--- src/rtl/glb_tile_cfg_router_if.sv ---
// ---------------------------------------------------------------------------
// glb_tile_cfg_router_if
//  Bundles every config packet path and status line of the tile config
//  router. A packet is {rd_en, wr_en, addr, data}.
//  slave  : router view (i_* inputs, o_* outputs)
//  master : driver view (opposite directions)
//  Signals:
//   i_cfg_pc_dma_mode      1: PC source is c2sw, 0: pc_wsti
//   i_cfg_col_mask         per-column enable for write/PC packets
//   i_c2sw_*               DMA-generated config packet
//   i_jtag_wsti_*          JTAG packet from west neighbour
//   o_jtag_esto_*          JTAG packet to east neighbour
//   i_pc_wsti_*            PC packet from west neighbour
//   o_pc_esto_*            PC packet to east neighbour
//   o_g2f_*                per-column CGRA config ports (packed by column)
//   i/o_jtag_rd_bypass_*   JTAG read bypass in/out
//   o_pc_stall, o_pc_ovf   PC FIFO nearly-full / sticky drop flag
// ---------------------------------------------------------------------------
interface glb_tile_cfg_router_if #(
    parameter int unsigned NUM_COLS = 4,
    parameter int unsigned ADDR_W   = 32,
    parameter int unsigned DATA_W   = 32
);
    logic                               i_cfg_pc_dma_mode;
    logic [NUM_COLS-1:0]                i_cfg_col_mask;

    logic                               i_c2sw_rd_en;
    logic                               i_c2sw_wr_en;
    logic [ADDR_W-1:0]                  i_c2sw_addr;
    logic [DATA_W-1:0]                  i_c2sw_data;

    logic                               i_jtag_wsti_rd_en;
    logic                               i_jtag_wsti_wr_en;
    logic [ADDR_W-1:0]                  i_jtag_wsti_addr;
    logic [DATA_W-1:0]                  i_jtag_wsti_data;

    logic                               o_jtag_esto_rd_en;
    logic                               o_jtag_esto_wr_en;
    logic [ADDR_W-1:0]                  o_jtag_esto_addr;
    logic [DATA_W-1:0]                  o_jtag_esto_data;

    logic                               i_pc_wsti_rd_en;
    logic                               i_pc_wsti_wr_en;
    logic [ADDR_W-1:0]                  i_pc_wsti_addr;
    logic [DATA_W-1:0]                  i_pc_wsti_data;

    logic                               o_pc_esto_rd_en;
    logic                               o_pc_esto_wr_en;
    logic [ADDR_W-1:0]                  o_pc_esto_addr;
    logic [DATA_W-1:0]                  o_pc_esto_data;

    logic [NUM_COLS-1:0]                o_g2f_rd_en;
    logic [NUM_COLS-1:0]                o_g2f_wr_en;
    logic [NUM_COLS-1:0][ADDR_W-1:0]    o_g2f_addr;
    logic [NUM_COLS-1:0][DATA_W-1:0]    o_g2f_data;

    logic                               i_jtag_rd_bypass_wsti_rd_en;
    logic [ADDR_W-1:0]                  i_jtag_rd_bypass_wsti_addr;
    logic                               o_jtag_rd_bypass_esto_rd_en;
    logic [ADDR_W-1:0]                  o_jtag_rd_bypass_esto_addr;

    logic                               o_pc_stall;
    logic                               o_pc_ovf;

    modport slave (
        input  i_cfg_pc_dma_mode, i_cfg_col_mask,
        input  i_c2sw_rd_en, i_c2sw_wr_en, i_c2sw_addr, i_c2sw_data,
        input  i_jtag_wsti_rd_en, i_jtag_wsti_wr_en, i_jtag_wsti_addr, i_jtag_wsti_data,
        output o_jtag_esto_rd_en, o_jtag_esto_wr_en, o_jtag_esto_addr, o_jtag_esto_data,
        input  i_pc_wsti_rd_en, i_pc_wsti_wr_en, i_pc_wsti_addr, i_pc_wsti_data,
        output o_pc_esto_rd_en, o_pc_esto_wr_en, o_pc_esto_addr, o_pc_esto_data,
        output o_g2f_rd_en, o_g2f_wr_en, o_g2f_addr, o_g2f_data,
        input  i_jtag_rd_bypass_wsti_rd_en, i_jtag_rd_bypass_wsti_addr,
        output o_jtag_rd_bypass_esto_rd_en, o_jtag_rd_bypass_esto_addr,
        output o_pc_stall, o_pc_ovf
    );

    modport master (
        output i_cfg_pc_dma_mode, i_cfg_col_mask,
        output i_c2sw_rd_en, i_c2sw_wr_en, i_c2sw_addr, i_c2sw_data,
        output i_jtag_wsti_rd_en, i_jtag_wsti_wr_en, i_jtag_wsti_addr, i_jtag_wsti_data,
        input  o_jtag_esto_rd_en, o_jtag_esto_wr_en, o_jtag_esto_addr, o_jtag_esto_data,
        output i_pc_wsti_rd_en, i_pc_wsti_wr_en, i_pc_wsti_addr, i_pc_wsti_data,
        input  o_pc_esto_rd_en, o_pc_esto_wr_en, o_pc_esto_addr, o_pc_esto_data,
        input  o_g2f_rd_en, o_g2f_wr_en, o_g2f_addr, o_g2f_data,
        output i_jtag_rd_bypass_wsti_rd_en, i_jtag_rd_bypass_wsti_addr,
        input  o_jtag_rd_bypass_esto_rd_en, o_jtag_rd_bypass_esto_addr,
        input  o_pc_stall, o_pc_ovf
    );
endinterface

--- src/rtl/glb_tile_cfg_router.sv ---
// ---------------------------------------------------------------------------
// glb_tile_cfg_router
//  Tile config switch: forwards JTAG and PC packets east with one register
//  stage, and feeds NUM_COLS CGRA config ports through a strict-priority
//  arbiter (rd bypass > JTAG > PC FIFO head > PC direct). PC packets that
//  lose arbitration queue in a small FIFO; the per-column mask gates every
//  packet except read bypass; the chosen packet then passes PIPE_DEPTH
//  register stages before reaching the g2f ports.
//  Ports:
//   clk      clock
//   reset    asynchronous, active-high
//   io_cfg   glb_tile_cfg_router_if.slave (all packet/status signals)
//   o_perf_wr_cnt, o_perf_stall_cnt  (only with CFG_ROUTER_PERF_CNT_EN)
//  Optional feature macro: CFG_ROUTER_PERF_CNT_EN adds saturating counters
//  of stage-0 g2f writes and of pc_stall cycles.
// ---------------------------------------------------------------------------
module glb_tile_cfg_router #(
    parameter int unsigned NUM_COLS      = 4,
    parameter int unsigned ADDR_W        = 32,
    parameter int unsigned DATA_W        = 32,
    parameter int unsigned PIPE_DEPTH    = 1,
    parameter int unsigned PC_FIFO_DEPTH = 4
) (
    input  logic                  clk,
    input  logic                  reset,
    glb_tile_cfg_router_if.slave  io_cfg
`ifdef CFG_ROUTER_PERF_CNT_EN
    ,
    output logic [31:0]           o_perf_wr_cnt,
    output logic [31:0]           o_perf_stall_cnt
`endif
);
    localparam int unsigned PTR_W = $clog2(PC_FIFO_DEPTH);
    localparam int unsigned CNT_W = $clog2(PC_FIFO_DEPTH + 1);

    // East chain registers
    logic              r_jtag_rd, r_jtag_wr;
    logic [ADDR_W-1:0] r_jtag_addr;
    logic [DATA_W-1:0] r_jtag_data;
    logic              r_pc_rd, r_pc_wr;
    logic [ADDR_W-1:0] r_pc_addr;
    logic [DATA_W-1:0] r_pc_data;

    // PC collision FIFO
    logic              r_fifo_rd   [PC_FIFO_DEPTH];
    logic              r_fifo_wr   [PC_FIFO_DEPTH];
    logic [ADDR_W-1:0] r_fifo_addr [PC_FIFO_DEPTH];
    logic [DATA_W-1:0] r_fifo_data [PC_FIFO_DEPTH];
    logic [PTR_W-1:0]  r_wptr, r_rptr;
    logic [CNT_W-1:0]  r_count;
    logic [CNT_W-1:0]  w_count_nxt;
    logic              r_pc_stall, r_pc_ovf;

    // Arbiter result
    logic              w_sel_rd, w_sel_wr, w_sel_byp;
    logic [ADDR_W-1:0] w_sel_addr;
    logic [DATA_W-1:0] w_sel_data;
    logic              w_pop, w_pc_grant, w_push, w_push_ok, w_full;
    logic              w_jtag_v, w_pc_v, w_fifo_ne;

    // Output pipeline
    logic [NUM_COLS-1:0]                                w_col_en;
    logic [PIPE_DEPTH-1:0][NUM_COLS-1:0]                r_p_rd, r_p_wr, w_p_rd_nxt, w_p_wr_nxt;
    logic [PIPE_DEPTH-1:0][NUM_COLS-1:0][ADDR_W-1:0]    r_p_addr, w_p_addr_nxt;
    logic [PIPE_DEPTH-1:0][NUM_COLS-1:0][DATA_W-1:0]    r_p_data, w_p_data_nxt;

    // Read bypass is a pure wire path
    assign io_cfg.o_jtag_rd_bypass_esto_rd_en = io_cfg.i_jtag_rd_bypass_wsti_rd_en;
    assign io_cfg.o_jtag_rd_bypass_esto_addr  = io_cfg.i_jtag_rd_bypass_wsti_addr;

    // East forwarding, independent of arbitration and stall
    always_ff @(posedge clk or posedge reset) begin
        if (reset) begin
            r_jtag_rd   <= 1'b0;
            r_jtag_wr   <= 1'b0;
            r_jtag_addr <= '0;
            r_jtag_data <= '0;
            r_pc_rd     <= 1'b0;
            r_pc_wr     <= 1'b0;
            r_pc_addr   <= '0;
            r_pc_data   <= '0;
        end else begin
            r_jtag_rd   <= io_cfg.i_jtag_wsti_rd_en;
            r_jtag_wr   <= io_cfg.i_jtag_wsti_wr_en;
            r_jtag_addr <= io_cfg.i_jtag_wsti_addr;
            r_jtag_data <= io_cfg.i_jtag_wsti_data;
            if (io_cfg.i_cfg_pc_dma_mode) begin
                r_pc_rd   <= io_cfg.i_c2sw_rd_en;
                r_pc_wr   <= io_cfg.i_c2sw_wr_en;
                r_pc_addr <= io_cfg.i_c2sw_addr;
                r_pc_data <= io_cfg.i_c2sw_data;
            end else begin
                r_pc_rd   <= io_cfg.i_pc_wsti_rd_en;
                r_pc_wr   <= io_cfg.i_pc_wsti_wr_en;
                r_pc_addr <= io_cfg.i_pc_wsti_addr;
                r_pc_data <= io_cfg.i_pc_wsti_data;
            end
        end
    end

    assign io_cfg.o_jtag_esto_rd_en = r_jtag_rd;
    assign io_cfg.o_jtag_esto_wr_en = r_jtag_wr;
    assign io_cfg.o_jtag_esto_addr  = r_jtag_addr;
    assign io_cfg.o_jtag_esto_data  = r_jtag_data;
    assign io_cfg.o_pc_esto_rd_en   = r_pc_rd;
    assign io_cfg.o_pc_esto_wr_en   = r_pc_wr;
    assign io_cfg.o_pc_esto_addr    = r_pc_addr;
    assign io_cfg.o_pc_esto_data    = r_pc_data;

    assign w_jtag_v  = r_jtag_rd | r_jtag_wr;
    assign w_pc_v    = r_pc_rd | r_pc_wr;
    assign w_fifo_ne = (r_count != '0);
    assign w_full    = (r_count == CNT_W'(PC_FIFO_DEPTH));

    // Strict-priority arbiter; the direct PC path is only taken with an
    // empty FIFO so PC packets never overtake queued ones
    always_comb begin
        w_sel_rd   = 1'b0;
        w_sel_wr   = 1'b0;
        w_sel_byp  = 1'b0;
        w_sel_addr = '0;
        w_sel_data = '0;
        w_pop      = 1'b0;
        w_pc_grant = 1'b0;
        if (io_cfg.i_jtag_rd_bypass_wsti_rd_en) begin
            w_sel_rd   = 1'b1;
            w_sel_byp  = 1'b1;
            w_sel_addr = io_cfg.i_jtag_rd_bypass_wsti_addr;
        end else if (w_jtag_v) begin
            w_sel_rd   = r_jtag_rd;
            w_sel_wr   = r_jtag_wr;
            w_sel_addr = r_jtag_addr;
            w_sel_data = r_jtag_data;
        end else if (w_fifo_ne) begin
            w_sel_rd   = r_fifo_rd[r_rptr];
            w_sel_wr   = r_fifo_wr[r_rptr];
            w_sel_addr = r_fifo_addr[r_rptr];
            w_sel_data = r_fifo_data[r_rptr];
            w_pop      = 1'b1;
        end else if (w_pc_v) begin
            w_sel_rd   = r_pc_rd;
            w_sel_wr   = r_pc_wr;
            w_sel_addr = r_pc_addr;
            w_sel_data = r_pc_data;
            w_pc_grant = 1'b1;
        end
    end

    // Push+pop at full is legal: the head slot is read before it is rewritten
    assign w_push    = w_pc_v & ~w_pc_grant;
    assign w_push_ok = w_push & (~w_full | w_pop);

    always_comb begin
        w_count_nxt = r_count;
        if (w_push_ok && !w_pop) begin
            w_count_nxt = r_count + CNT_W'(1);
        end else if (!w_push_ok && w_pop) begin
            w_count_nxt = r_count - CNT_W'(1);
        end
    end

    // FIFO storage, no reset needed
    always_ff @(posedge clk) begin
        if (w_push_ok) begin
            r_fifo_rd[r_wptr]   <= r_pc_rd;
            r_fifo_wr[r_wptr]   <= r_pc_wr;
            r_fifo_addr[r_wptr] <= r_pc_addr;
            r_fifo_data[r_wptr] <= r_pc_data;
        end
    end

    // FIFO control and status flags
    always_ff @(posedge clk or posedge reset) begin
        if (reset) begin
            r_wptr     <= '0;
            r_rptr     <= '0;
            r_count    <= '0;
            r_pc_stall <= 1'b0;
            r_pc_ovf   <= 1'b0;
        end else begin
            if (w_push_ok) begin
                r_wptr <= r_wptr + PTR_W'(1);
            end
            if (w_pop) begin
                r_rptr <= r_rptr + PTR_W'(1);
            end
            r_count    <= w_count_nxt;
            r_pc_stall <= (w_count_nxt >= CNT_W'(PC_FIFO_DEPTH - 1));
            if (w_push && w_full && !w_pop) begin
                r_pc_ovf <= 1'b1;
            end
        end
    end

    assign io_cfg.o_pc_stall = r_pc_stall;
    assign io_cfg.o_pc_ovf   = r_pc_ovf;

    // Read bypass reaches every column regardless of the mask
    assign w_col_en = {NUM_COLS{w_sel_byp}} | io_cfg.i_cfg_col_mask;

    for (genvar c = 0; c < NUM_COLS; c++) begin : g_col
        assign w_p_rd_nxt[0][c]   = w_col_en[c] & w_sel_rd;
        assign w_p_wr_nxt[0][c]   = w_col_en[c] & w_sel_wr;
        assign w_p_addr_nxt[0][c] = w_col_en[c] ? w_sel_addr : '0;
        assign w_p_data_nxt[0][c] = w_col_en[c] ? w_sel_data : '0;
    end

    for (genvar s = 1; s < PIPE_DEPTH; s++) begin : g_stage
        assign w_p_rd_nxt[s]   = r_p_rd[s-1];
        assign w_p_wr_nxt[s]   = r_p_wr[s-1];
        assign w_p_addr_nxt[s] = r_p_addr[s-1];
        assign w_p_data_nxt[s] = r_p_data[s-1];
    end

    // Output pipeline, last stage drives the g2f ports
    always_ff @(posedge clk or posedge reset) begin
        if (reset) begin
            r_p_rd   <= '0;
            r_p_wr   <= '0;
            r_p_addr <= '0;
            r_p_data <= '0;
        end else begin
            r_p_rd   <= w_p_rd_nxt;
            r_p_wr   <= w_p_wr_nxt;
            r_p_addr <= w_p_addr_nxt;
            r_p_data <= w_p_data_nxt;
        end
    end

    assign io_cfg.o_g2f_rd_en = r_p_rd[PIPE_DEPTH-1];
    assign io_cfg.o_g2f_wr_en = r_p_wr[PIPE_DEPTH-1];
    assign io_cfg.o_g2f_addr  = r_p_addr[PIPE_DEPTH-1];
    assign io_cfg.o_g2f_data  = r_p_data[PIPE_DEPTH-1];

`ifdef CFG_ROUTER_PERF_CNT_EN
    logic [31:0] r_perf_wr_cnt, r_perf_stall_cnt;

    // Saturating event counters
    always_ff @(posedge clk or posedge reset) begin
        if (reset) begin
            r_perf_wr_cnt    <= '0;
            r_perf_stall_cnt <= '0;
        end else begin
            if ((|r_p_wr[0]) && (r_perf_wr_cnt != '1)) begin
                r_perf_wr_cnt <= r_perf_wr_cnt + 32'd1;
            end
            if (r_pc_stall && (r_perf_stall_cnt != '1)) begin
                r_perf_stall_cnt <= r_perf_stall_cnt + 32'd1;
            end
        end
    end

    assign o_perf_wr_cnt    = r_perf_wr_cnt;
    assign o_perf_stall_cnt = r_perf_stall_cnt;
`endif

endmodule

--- src/flat_wrapper.sv ---
// flat-port wrapper written by rule: the top's interface ports become plain ports
module glb_tile_cfg_router_flat 
#(
    parameter int unsigned NUM_COLS      = 4,
    parameter int unsigned ADDR_W        = 32,
    parameter int unsigned DATA_W        = 32,
    parameter int unsigned PIPE_DEPTH    = 1,
    parameter int unsigned PC_FIFO_DEPTH = 4
)
  (clk, reset, io_cfg_i_cfg_pc_dma_mode, io_cfg_i_cfg_col_mask, io_cfg_i_c2sw_rd_en, io_cfg_i_c2sw_wr_en, io_cfg_i_c2sw_addr, io_cfg_i_c2sw_data, io_cfg_i_jtag_wsti_rd_en, io_cfg_i_jtag_wsti_wr_en, io_cfg_i_jtag_wsti_addr, io_cfg_i_jtag_wsti_data, io_cfg_o_jtag_esto_rd_en, io_cfg_o_jtag_esto_wr_en, io_cfg_o_jtag_esto_addr, io_cfg_o_jtag_esto_data, io_cfg_i_pc_wsti_rd_en, io_cfg_i_pc_wsti_wr_en, io_cfg_i_pc_wsti_addr, io_cfg_i_pc_wsti_data, io_cfg_o_pc_esto_rd_en, io_cfg_o_pc_esto_wr_en, io_cfg_o_pc_esto_addr, io_cfg_o_pc_esto_data, io_cfg_o_g2f_rd_en, io_cfg_o_g2f_wr_en, io_cfg_o_g2f_addr, io_cfg_o_g2f_data, io_cfg_i_jtag_rd_bypass_wsti_rd_en, io_cfg_i_jtag_rd_bypass_wsti_addr, io_cfg_o_jtag_rd_bypass_esto_rd_en, io_cfg_o_jtag_rd_bypass_esto_addr, io_cfg_o_pc_stall, io_cfg_o_pc_ovf);
  glb_tile_cfg_router_if #(.NUM_COLS(NUM_COLS), .ADDR_W(ADDR_W), .DATA_W(DATA_W)) io_cfg_i ();
  input  logic clk;
  input  logic reset;
  input wire logic [$bits(io_cfg_i.i_cfg_pc_dma_mode)-1:0] io_cfg_i_cfg_pc_dma_mode;
  input wire logic [$bits(io_cfg_i.i_cfg_col_mask)-1:0] io_cfg_i_cfg_col_mask;
  input wire logic [$bits(io_cfg_i.i_c2sw_rd_en)-1:0] io_cfg_i_c2sw_rd_en;
  input wire logic [$bits(io_cfg_i.i_c2sw_wr_en)-1:0] io_cfg_i_c2sw_wr_en;
  input wire logic [$bits(io_cfg_i.i_c2sw_addr)-1:0] io_cfg_i_c2sw_addr;
  input wire logic [$bits(io_cfg_i.i_c2sw_data)-1:0] io_cfg_i_c2sw_data;
  input wire logic [$bits(io_cfg_i.i_jtag_wsti_rd_en)-1:0] io_cfg_i_jtag_wsti_rd_en;
  input wire logic [$bits(io_cfg_i.i_jtag_wsti_wr_en)-1:0] io_cfg_i_jtag_wsti_wr_en;
  input wire logic [$bits(io_cfg_i.i_jtag_wsti_addr)-1:0] io_cfg_i_jtag_wsti_addr;
  input wire logic [$bits(io_cfg_i.i_jtag_wsti_data)-1:0] io_cfg_i_jtag_wsti_data;
  output wire logic [$bits(io_cfg_i.o_jtag_esto_rd_en)-1:0] io_cfg_o_jtag_esto_rd_en;
  output wire logic [$bits(io_cfg_i.o_jtag_esto_wr_en)-1:0] io_cfg_o_jtag_esto_wr_en;
  output wire logic [$bits(io_cfg_i.o_jtag_esto_addr)-1:0] io_cfg_o_jtag_esto_addr;
  output wire logic [$bits(io_cfg_i.o_jtag_esto_data)-1:0] io_cfg_o_jtag_esto_data;
  input wire logic [$bits(io_cfg_i.i_pc_wsti_rd_en)-1:0] io_cfg_i_pc_wsti_rd_en;
  input wire logic [$bits(io_cfg_i.i_pc_wsti_wr_en)-1:0] io_cfg_i_pc_wsti_wr_en;
  input wire logic [$bits(io_cfg_i.i_pc_wsti_addr)-1:0] io_cfg_i_pc_wsti_addr;
  input wire logic [$bits(io_cfg_i.i_pc_wsti_data)-1:0] io_cfg_i_pc_wsti_data;
  output wire logic [$bits(io_cfg_i.o_pc_esto_rd_en)-1:0] io_cfg_o_pc_esto_rd_en;
  output wire logic [$bits(io_cfg_i.o_pc_esto_wr_en)-1:0] io_cfg_o_pc_esto_wr_en;
  output wire logic [$bits(io_cfg_i.o_pc_esto_addr)-1:0] io_cfg_o_pc_esto_addr;
  output wire logic [$bits(io_cfg_i.o_pc_esto_data)-1:0] io_cfg_o_pc_esto_data;
  output wire logic [$bits(io_cfg_i.o_g2f_rd_en)-1:0] io_cfg_o_g2f_rd_en;
  output wire logic [$bits(io_cfg_i.o_g2f_wr_en)-1:0] io_cfg_o_g2f_wr_en;
  output wire logic [$bits(io_cfg_i.o_g2f_addr)-1:0] io_cfg_o_g2f_addr;
  output wire logic [$bits(io_cfg_i.o_g2f_data)-1:0] io_cfg_o_g2f_data;
  input wire logic [$bits(io_cfg_i.i_jtag_rd_bypass_wsti_rd_en)-1:0] io_cfg_i_jtag_rd_bypass_wsti_rd_en;
  input wire logic [$bits(io_cfg_i.i_jtag_rd_bypass_wsti_addr)-1:0] io_cfg_i_jtag_rd_bypass_wsti_addr;
  output wire logic [$bits(io_cfg_i.o_jtag_rd_bypass_esto_rd_en)-1:0] io_cfg_o_jtag_rd_bypass_esto_rd_en;
  output wire logic [$bits(io_cfg_i.o_jtag_rd_bypass_esto_addr)-1:0] io_cfg_o_jtag_rd_bypass_esto_addr;
  output wire logic [$bits(io_cfg_i.o_pc_stall)-1:0] io_cfg_o_pc_stall;
  output wire logic [$bits(io_cfg_i.o_pc_ovf)-1:0] io_cfg_o_pc_ovf;
  assign io_cfg_i.i_cfg_pc_dma_mode = io_cfg_i_cfg_pc_dma_mode;
  assign io_cfg_i.i_cfg_col_mask = io_cfg_i_cfg_col_mask;
  assign io_cfg_i.i_c2sw_rd_en = io_cfg_i_c2sw_rd_en;
  assign io_cfg_i.i_c2sw_wr_en = io_cfg_i_c2sw_wr_en;
  assign io_cfg_i.i_c2sw_addr = io_cfg_i_c2sw_addr;
  assign io_cfg_i.i_c2sw_data = io_cfg_i_c2sw_data;
  assign io_cfg_i.i_jtag_wsti_rd_en = io_cfg_i_jtag_wsti_rd_en;
  assign io_cfg_i.i_jtag_wsti_wr_en = io_cfg_i_jtag_wsti_wr_en;
  assign io_cfg_i.i_jtag_wsti_addr = io_cfg_i_jtag_wsti_addr;
  assign io_cfg_i.i_jtag_wsti_data = io_cfg_i_jtag_wsti_data;
  assign io_cfg_o_jtag_esto_rd_en = io_cfg_i.o_jtag_esto_rd_en;
  assign io_cfg_o_jtag_esto_wr_en = io_cfg_i.o_jtag_esto_wr_en;
  assign io_cfg_o_jtag_esto_addr = io_cfg_i.o_jtag_esto_addr;
  assign io_cfg_o_jtag_esto_data = io_cfg_i.o_jtag_esto_data;
  assign io_cfg_i.i_pc_wsti_rd_en = io_cfg_i_pc_wsti_rd_en;
  assign io_cfg_i.i_pc_wsti_wr_en = io_cfg_i_pc_wsti_wr_en;
  assign io_cfg_i.i_pc_wsti_addr = io_cfg_i_pc_wsti_addr;
  assign io_cfg_i.i_pc_wsti_data = io_cfg_i_pc_wsti_data;
  assign io_cfg_o_pc_esto_rd_en = io_cfg_i.o_pc_esto_rd_en;
  assign io_cfg_o_pc_esto_wr_en = io_cfg_i.o_pc_esto_wr_en;
  assign io_cfg_o_pc_esto_addr = io_cfg_i.o_pc_esto_addr;
  assign io_cfg_o_pc_esto_data = io_cfg_i.o_pc_esto_data;
  assign io_cfg_o_g2f_rd_en = io_cfg_i.o_g2f_rd_en;
  assign io_cfg_o_g2f_wr_en = io_cfg_i.o_g2f_wr_en;
  assign io_cfg_o_g2f_addr = io_cfg_i.o_g2f_addr;
  assign io_cfg_o_g2f_data = io_cfg_i.o_g2f_data;
  assign io_cfg_i.i_jtag_rd_bypass_wsti_rd_en = io_cfg_i_jtag_rd_bypass_wsti_rd_en;
  assign io_cfg_i.i_jtag_rd_bypass_wsti_addr = io_cfg_i_jtag_rd_bypass_wsti_addr;
  assign io_cfg_o_jtag_rd_bypass_esto_rd_en = io_cfg_i.o_jtag_rd_bypass_esto_rd_en;
  assign io_cfg_o_jtag_rd_bypass_esto_addr = io_cfg_i.o_jtag_rd_bypass_esto_addr;
  assign io_cfg_o_pc_stall = io_cfg_i.o_pc_stall;
  assign io_cfg_o_pc_ovf = io_cfg_i.o_pc_ovf;
  glb_tile_cfg_router #(.NUM_COLS(NUM_COLS), .ADDR_W(ADDR_W), .DATA_W(DATA_W), .PIPE_DEPTH(PIPE_DEPTH), .PC_FIFO_DEPTH(PC_FIFO_DEPTH)) u_core (.clk(clk), .reset(reset), .io_cfg(io_cfg_i));
endmodule
--- config.mk ---
export PLATFORM = sky130hd
export DESIGN_NAME = glb_tile_cfg_router_flat
export DESIGN_NICKNAME = d
export VERILOG_FILES = /design/src/rtl/glb_tile_cfg_router_if.sv /design/src/rtl/glb_tile_cfg_router.sv /design/src/flat_wrapper.sv
export SDC_FILE = /design/constraint.sdc
export NUM_CORES = 1
export LEC_CHECK = 0
export BUFFER_PORTS_ARGS = -buffer_cell sky130_fd_sc_hd__buf_2
export CORE_AREA = 2 2 264 266
export DETAILED_ROUTE_END_ITERATION = 16
export DIE_AREA = 0 0 266 268
export PLACE_DENSITY = 0.59
export SLEW_MARGIN = 20
export SYNTH_ARGS = -nofsm -noshare
export SYNTH_HDL_FRONTEND = slang
export SYNTH_SLANG_ARGS = --single-unit
--- constraint.sdc ---
create_clock -name clk -period 15.7 [get_ports clk]
set_clock_uncertainty 0.1 [all_clocks]
set_input_delay 0 -clock clk [delete_from_list [all_inputs] [get_ports clk]]
set_output_delay 0 -clock clk [all_outputs]
set_load 0.02 [all_outputs]
# --- After elaboration in Yosys (flattened, before gate mapping) ---
# Memory sizes are Yosys's and may differ from the RTL's.
# Cells that the tools add are included.
totals:
  regBits: 405
  mem_bits_rw: 264
  input_bits: 238
  out_inout_bits: 431
  elab_cells: 96
  mem_count: 4
memory_table:
  columns: ["memory", "depth", "word_bits", "read_ports", "rd_clocked_by_memory_dff", "wr", "line_no", "text"]
  rows:
  - ["u_core.r_fifo_addr", 4, 32, 1, 0, 1, "glb_tile_cfg_router.sv:47", "logic [ADDR_W-1:0] r_fifo_addr [PC_FIFO_DEPTH];"]
  - ["u_core.r_fifo_data", 4, 32, 1, 0, 1, "glb_tile_cfg_router.sv:48", "logic [DATA_W-1:0] r_fifo_data [PC_FIFO_DEPTH];"]
  - ["u_core.r_fifo_rd", 4, 1, 1, 0, 1, "glb_tile_cfg_router.sv:45", "logic r_fifo_rd [PC_FIFO_DEPTH];"]
  - ["u_core.r_fifo_wr", 4, 1, 1, 0, 1, "glb_tile_cfg_router.sv:46", "logic r_fifo_wr [PC_FIFO_DEPTH];"]
op_classes:
  n_addsub: 4
  order_cmp: 1
  eq_ne: 1
  n_mux: 40
  bitwise: 16
  reduce_logical: 7
op_table:
  columns: ["cell", "count"]
  rows:
  - ["$mux 32", 18]
  - ["$mux 1", 20]
  - ["$and 1x1->1", 10]
  - ["$mux 3", 2]
  - ["$add 2x1->2 const B", 2]
  - ["$logic_and 1x1->1", 4]
  - ["$or 4x4->4", 1]
  - ["$add 3x1->3 const B", 1]
  - ["$eq 3x3->1 const B", 1]
  - ["$ge 3x2->1 const B", 1]
  - ["$or 1x1->1", 3]
  - ["$reduce_bool 3->1", 1]
  - ["$sub 3x1->3 const B", 1]
  - ["$logic_not 1->1", 2]
  - ["$not 1->1", 2]

# --- Longest topological paths before layout ---
logic_depth:
  depth_word: 13
  depth_mapped: 11
  mapped_depth_nobuf: 7

# --- Least setup slack after synthesis ---
# OpenSTA, ideal clock, no wires.
synth_path:
  kind: "register -> register"
  from: "register u_core.r_jtag_wr, in the netlist u_core.io_cfg.o_jtag_esto_wr_en"
  to: "memory u_core.r_fifo_addr[0][0] (enable)"
  setup_time_ps: 431
  t_arrival_ps: 3099
  t_required_ps: 15169
  setup_slack_ps: 12070
  stages_incl_launch_ff: 6
  path_buffers: 1
  synth_period_minus_slack_ps: 3630
  cell_sequence: "dfrtp_1 -> or3_1 -> clkbuf_1 -> xnor2_1 -> a21oi_1 -> and2_1"
synth_between:
  elab_chain_cells: 8
  elab_cells_between_ends: 11
  classes_between: "mux: 6; bitwise: 5"
synth_lines:
  columns: ["item", "line_no", "text"]
  rows:
  - ["start: declaration", "glb_tile_cfg_router.sv:37", "logic r_jtag_rd, r_jtag_wr;"]
  - ["start signal: assignment", "glb_tile_cfg_router.sv:84", "r_jtag_wr <= io_cfg.i_jtag_wsti_wr_en;"]
  - ["$or 1x1->1 *", "glb_tile_cfg_router.sv:110", "assign w_jtag_v = r_jtag_rd | r_jtag_wr;"]
  - ["$mux 1", "glb_tile_cfg_router.sv:129", "end else if (w_jtag_v) begin"]
  - ["$mux 1", "glb_tile_cfg_router.sv:125", "if (io_cfg.i_jtag_rd_bypass_wsti_rd_en) begin"]
  - ["$not 1->1", "glb_tile_cfg_router.sv:150", "assign w_push = w_pc_v & ~w_pc_grant;"]
  - ["$and 1x1->1", "glb_tile_cfg_router.sv:150", null]
  - ["$and 1x1->1 *", "glb_tile_cfg_router.sv:151", "assign w_push_ok = w_push & (~w_full | w_pop);"]
  - ["$mux 1 *", "glb_tile_cfg_router.sv:164", "if (w_push_ok) begin"]
  - ["$mux 1 (not written as such) *", "glb_tile_cfg_router.sv:167", "r_fifo_addr[r_wptr] <= r_pc_addr;"]
  - ["end: declaration", "glb_tile_cfg_router.sv:47", null]
# Mark *: on every way between the ends. The rest lies on a longest branch, timed or not.

==> impl_metrics.tcl <==
set metrics [dict create \
    maxCapViolations 0 \
    syn-instance-count 1526 \
    pre_cts_slack_ps 12000 \
    cts_max_level 3 \
    crit_arrival_ps 4270 \
    fin_setup_tns_ps 0 \
    nets 2716 \
    drt_wl_total_um 76700 \
    ioPinCount 669 \
    crit_fanout 120 \
    dieArea_sq_um 71300 \
    rsz0062_at_grt "false" \
    vias 17200 \
    syn_area_per_cell_sq_um 16.2 \
    path_cells "dlygate4sd3_1, buf_2, dlygate4sd3_1, inv_8, buf_4, buf_4, buf_6" \
    drt_iter0_markers 1201 \
    finalMaxSlewViolations 0 \
    holdWs_ps 56.6 \
    wl_met1_um 29700 \
    placed_cell_area_sq_um 28700 \
    start_kind "primary input" \
    intPower_mw 3.66 \
    drtAntennaViolNets 0 \
    yosysWarnings 0 \
    gp_congestion 0.824 \
    timing.final.crit_share_pct 23.7 \
    grt_pass1_vias 18300 \
    vdd_drop_max_mv 0.0983 \
    ys.flop_type "dfrtp_1" \
    status "completed" \
    synth_area_sq_um 24700 \
    hold_class "in -> reg" \
    cp-end-kind "async pin" \
    power.share.clock_pct 32.6 \
    yosys.area.top_type "dfrtp_1" \
    coreArea_sq_um 68200 \
    n_antenna_cell 0 \
    syn_nets 1771 \
    drc 0 \
    ys_top_cells_by_count "dfrtp_1 (405), edfxtp_1 (264), nor2_1 (142), o21ai_0 (119), a21oi_1 (105)" \
    crit_type "in -> async" \
    numCtsBuffers 74 \
    finalSetupViolCount 0 \
    die_w_um 266 \
    clk_latency_ps 610 \
    synthArstFlopShare_pct 60.5 \
    yosys.area.top_type_share_pct 41.1 \
    slowest_stage "buf_4" \
    critical-path-top-delay-family "buffers and inverters" \
    antenna_found_initial 2 \
    grt_start_max_net_pins 121 \
    hold_viol_final 0 \
    grt-ovfl-total 0 \
    ys_ff_latch 669 \
    switchingPower_mw 1.58 \
    comb_power_share_pct 22.9 \
    rows 96 \
    p_seq_share_pct 44.5 \
    cts_setup_buffers 0 \
    synth_edf_count 264 \
    root_buffer "clkbuf_16" \
    firstDrtPassIters 5 \
    grt_pass1_wl_um 113000 \
    start_util_pct 36.2 \
    slowest_delay_ps 870 \
    wl_met2_um 40000 \
    fin_ws_ps 11980 \
    timing.fmax_mhz 269 \
    hpwl_um 48200 \
    wl_per_cell_um 22.5 \
    p_leak_nw 14.9 \
    drive_above_1_share_pct 40.4 \
    grt_usage_pct 21.1 \
    cts_tree "done" \
    path_clk_slew_ps 60 \
    syn_to_final_growth_pct 38.6 \
    period_minus_slack_ps 3720 \
    worstMarginPinSlew_ps 1130 \
    die_y_um 268 \
    synth_area_leaders "dfrtp_1 (41%), edfxtp_1 (32%), mux4_2 (6.0%)" \
    cp.required_ps 16250 \
    maxSlewHeadroom_pct 24.6 \
    routed-wl-met3_um 4860 \
    cp_num_buf_inv 7 \
    ys_types 41 \
    cts_resized 0 \
    design_area_sq_um 34200 \
    ys_seq_area_share_pct 73.2 \
    switching_share_pct 30.2 \
    top_layer_used "met4" \
    power_density_nw_per_um2 153 \
    cts.path.max_buffers 3 \
    port_buffers 668 \
    yosysMostFrequentCell "dfrtp_1" \
    postLayoutCoreUtil_pct 50.1 \
    viasPerCell 5.04 \
    clock-sinks 669 \
]
==> logic make-up (layout without fill, tap and decap cells) <==
| logic type | Yosys count | in the layout | synth area share, % |
|---|---|---|---|
| XOR/XNOR | 5 | 5 | 0.178 |
| buffers and inverters | 132 | 1136 | 2.95 |
| flip-flops | 669 | 669 | 73.2 |
| multiplexers | 132 | 132 | 9.04 |
| adder cells (fa/ha/maj) | 7 | 7 | 0.355 |
| AND/OR/NAND/NOR | 233 | 233 | 3.89 |
| AO/OA/AOI/OAI | 348 | 348 | 10.4 |
==> cell usage in the layout (no fill, tap or decap), types with 3 or more instances in the layout <==
master,n
buf_2,667
dfrtp_1,403
dlygate4sd3_1,302
edfxtp_1,264
nor2_1,141
o21ai_0,119
a21oi_1,105
clkbuf_16,80
mux2_2,66
mux4_2,66
nand2_1,64
a221o_1,39
o21ai_2,39
clkbuf_1,22
buf_4,18
a221oi_4,17
clkbuf_8,11
o21ai_1,10
clkinv_2,10
a221oi_2,8
ha_1,7
inv_1,6
xnor2_1,5
nand2b_2,4
nor2b_2,4
and2_4,4
clkinv_1,4
nor3_1,3
clkinv_4,3
buf_16,3
==> tightest hold or removal path, cell delays in order <==
cell and delay [ps]:
buf_2 70, mux2_2 120, dlygate4sd3_1 530
==> metal layers <==
layer / vias to the layer above / track usage [%]
met5: - / 0
met4: 0 / 6.88
met3: 145 / 4.47
met2: 750 / 37.7
met1: 8814 / 25.4
li1: 7489 / -
==> path summary, 6_finish.rpt <==
kind | slack, ps | to | from | cells past startpoint
min | 60 | u_core.io_cfg.o_pc_esto_addr[11] | io_cfg_i_pc_wsti_addr[11] | 3
max in group clk | 12160 | u_core.io_cfg.o_g2f_addr[122] | u_core.r_count[1] | 8
min in group asynchronous | 580 | u_core.io_cfg.o_g2f_data[123] | reset | 4
min reg2reg | 410 | u_core.io_cfg.o_pc_ovf | u_core.io_cfg.o_pc_ovf | 1
max | 11980 | u_core.io_cfg.o_g2f_addr[122] | reset | 7
max reg2reg | 12160 | u_core.io_cfg.o_g2f_addr[122] | u_core.r_count[1] | 8
==> flip-flops by register name, indices dropped and copies added, names as in the netlist, 32 cells and up <==
name,cells
u_core.io_cfg.o_jtag_esto_data,32
u_core.io_cfg.o_g2f_data,128
u_core.r_fifo_addr,128
u_core.io_cfg.o_g2f_addr,128
u_core.io_cfg.o_jtag_esto_addr,32
u_core.io_cfg.o_pc_esto_addr,32
u_core.io_cfg.o_pc_esto_data,32
u_core.r_fifo_data,128
==> cell type report <==
class,instances,area (sq um)
clock buffer,113,2240
clock inverter,22,183
fill,5755,34000
inverter,7,33.8
multi-input combinational,725,5920
sequential,669,18100
tap,882,1100
timing repair buffer,994,6640
==> metrics by stage <==
| step | total power [mW] | cells |
|---|---|---|
| 5_1_grt | 5.47 | 3412 |
| 3_3_place_gp | 3.47 | 2970 |
| 3_5_place_dp | 3.52 | 2975 |
| 2_1_floorplan | 3.09 | 1526 |
| 6_report | 5.24 | 3412 |
| 4_1_cts | 5.30 | 3412 |
==> power by group through the flow <==
stage	registers, mW	logic, mW	clock network (mW)
floorplan	2.40	0.696	0
global placement	2.36	1.10	0
detailed placement	2.37	1.15	0
CTS	2.34	1.22	1.74
global route	2.36	1.29	1.81
finish	2.33	1.20	1.71
==> repair_timing <==
item                                    CTS  global route
hold endpoints to repair                438             0
endpoints found under the setup margin    0             0
hold buffers                            302             0
No activity file was read; power rests on OpenSTA's default activity.
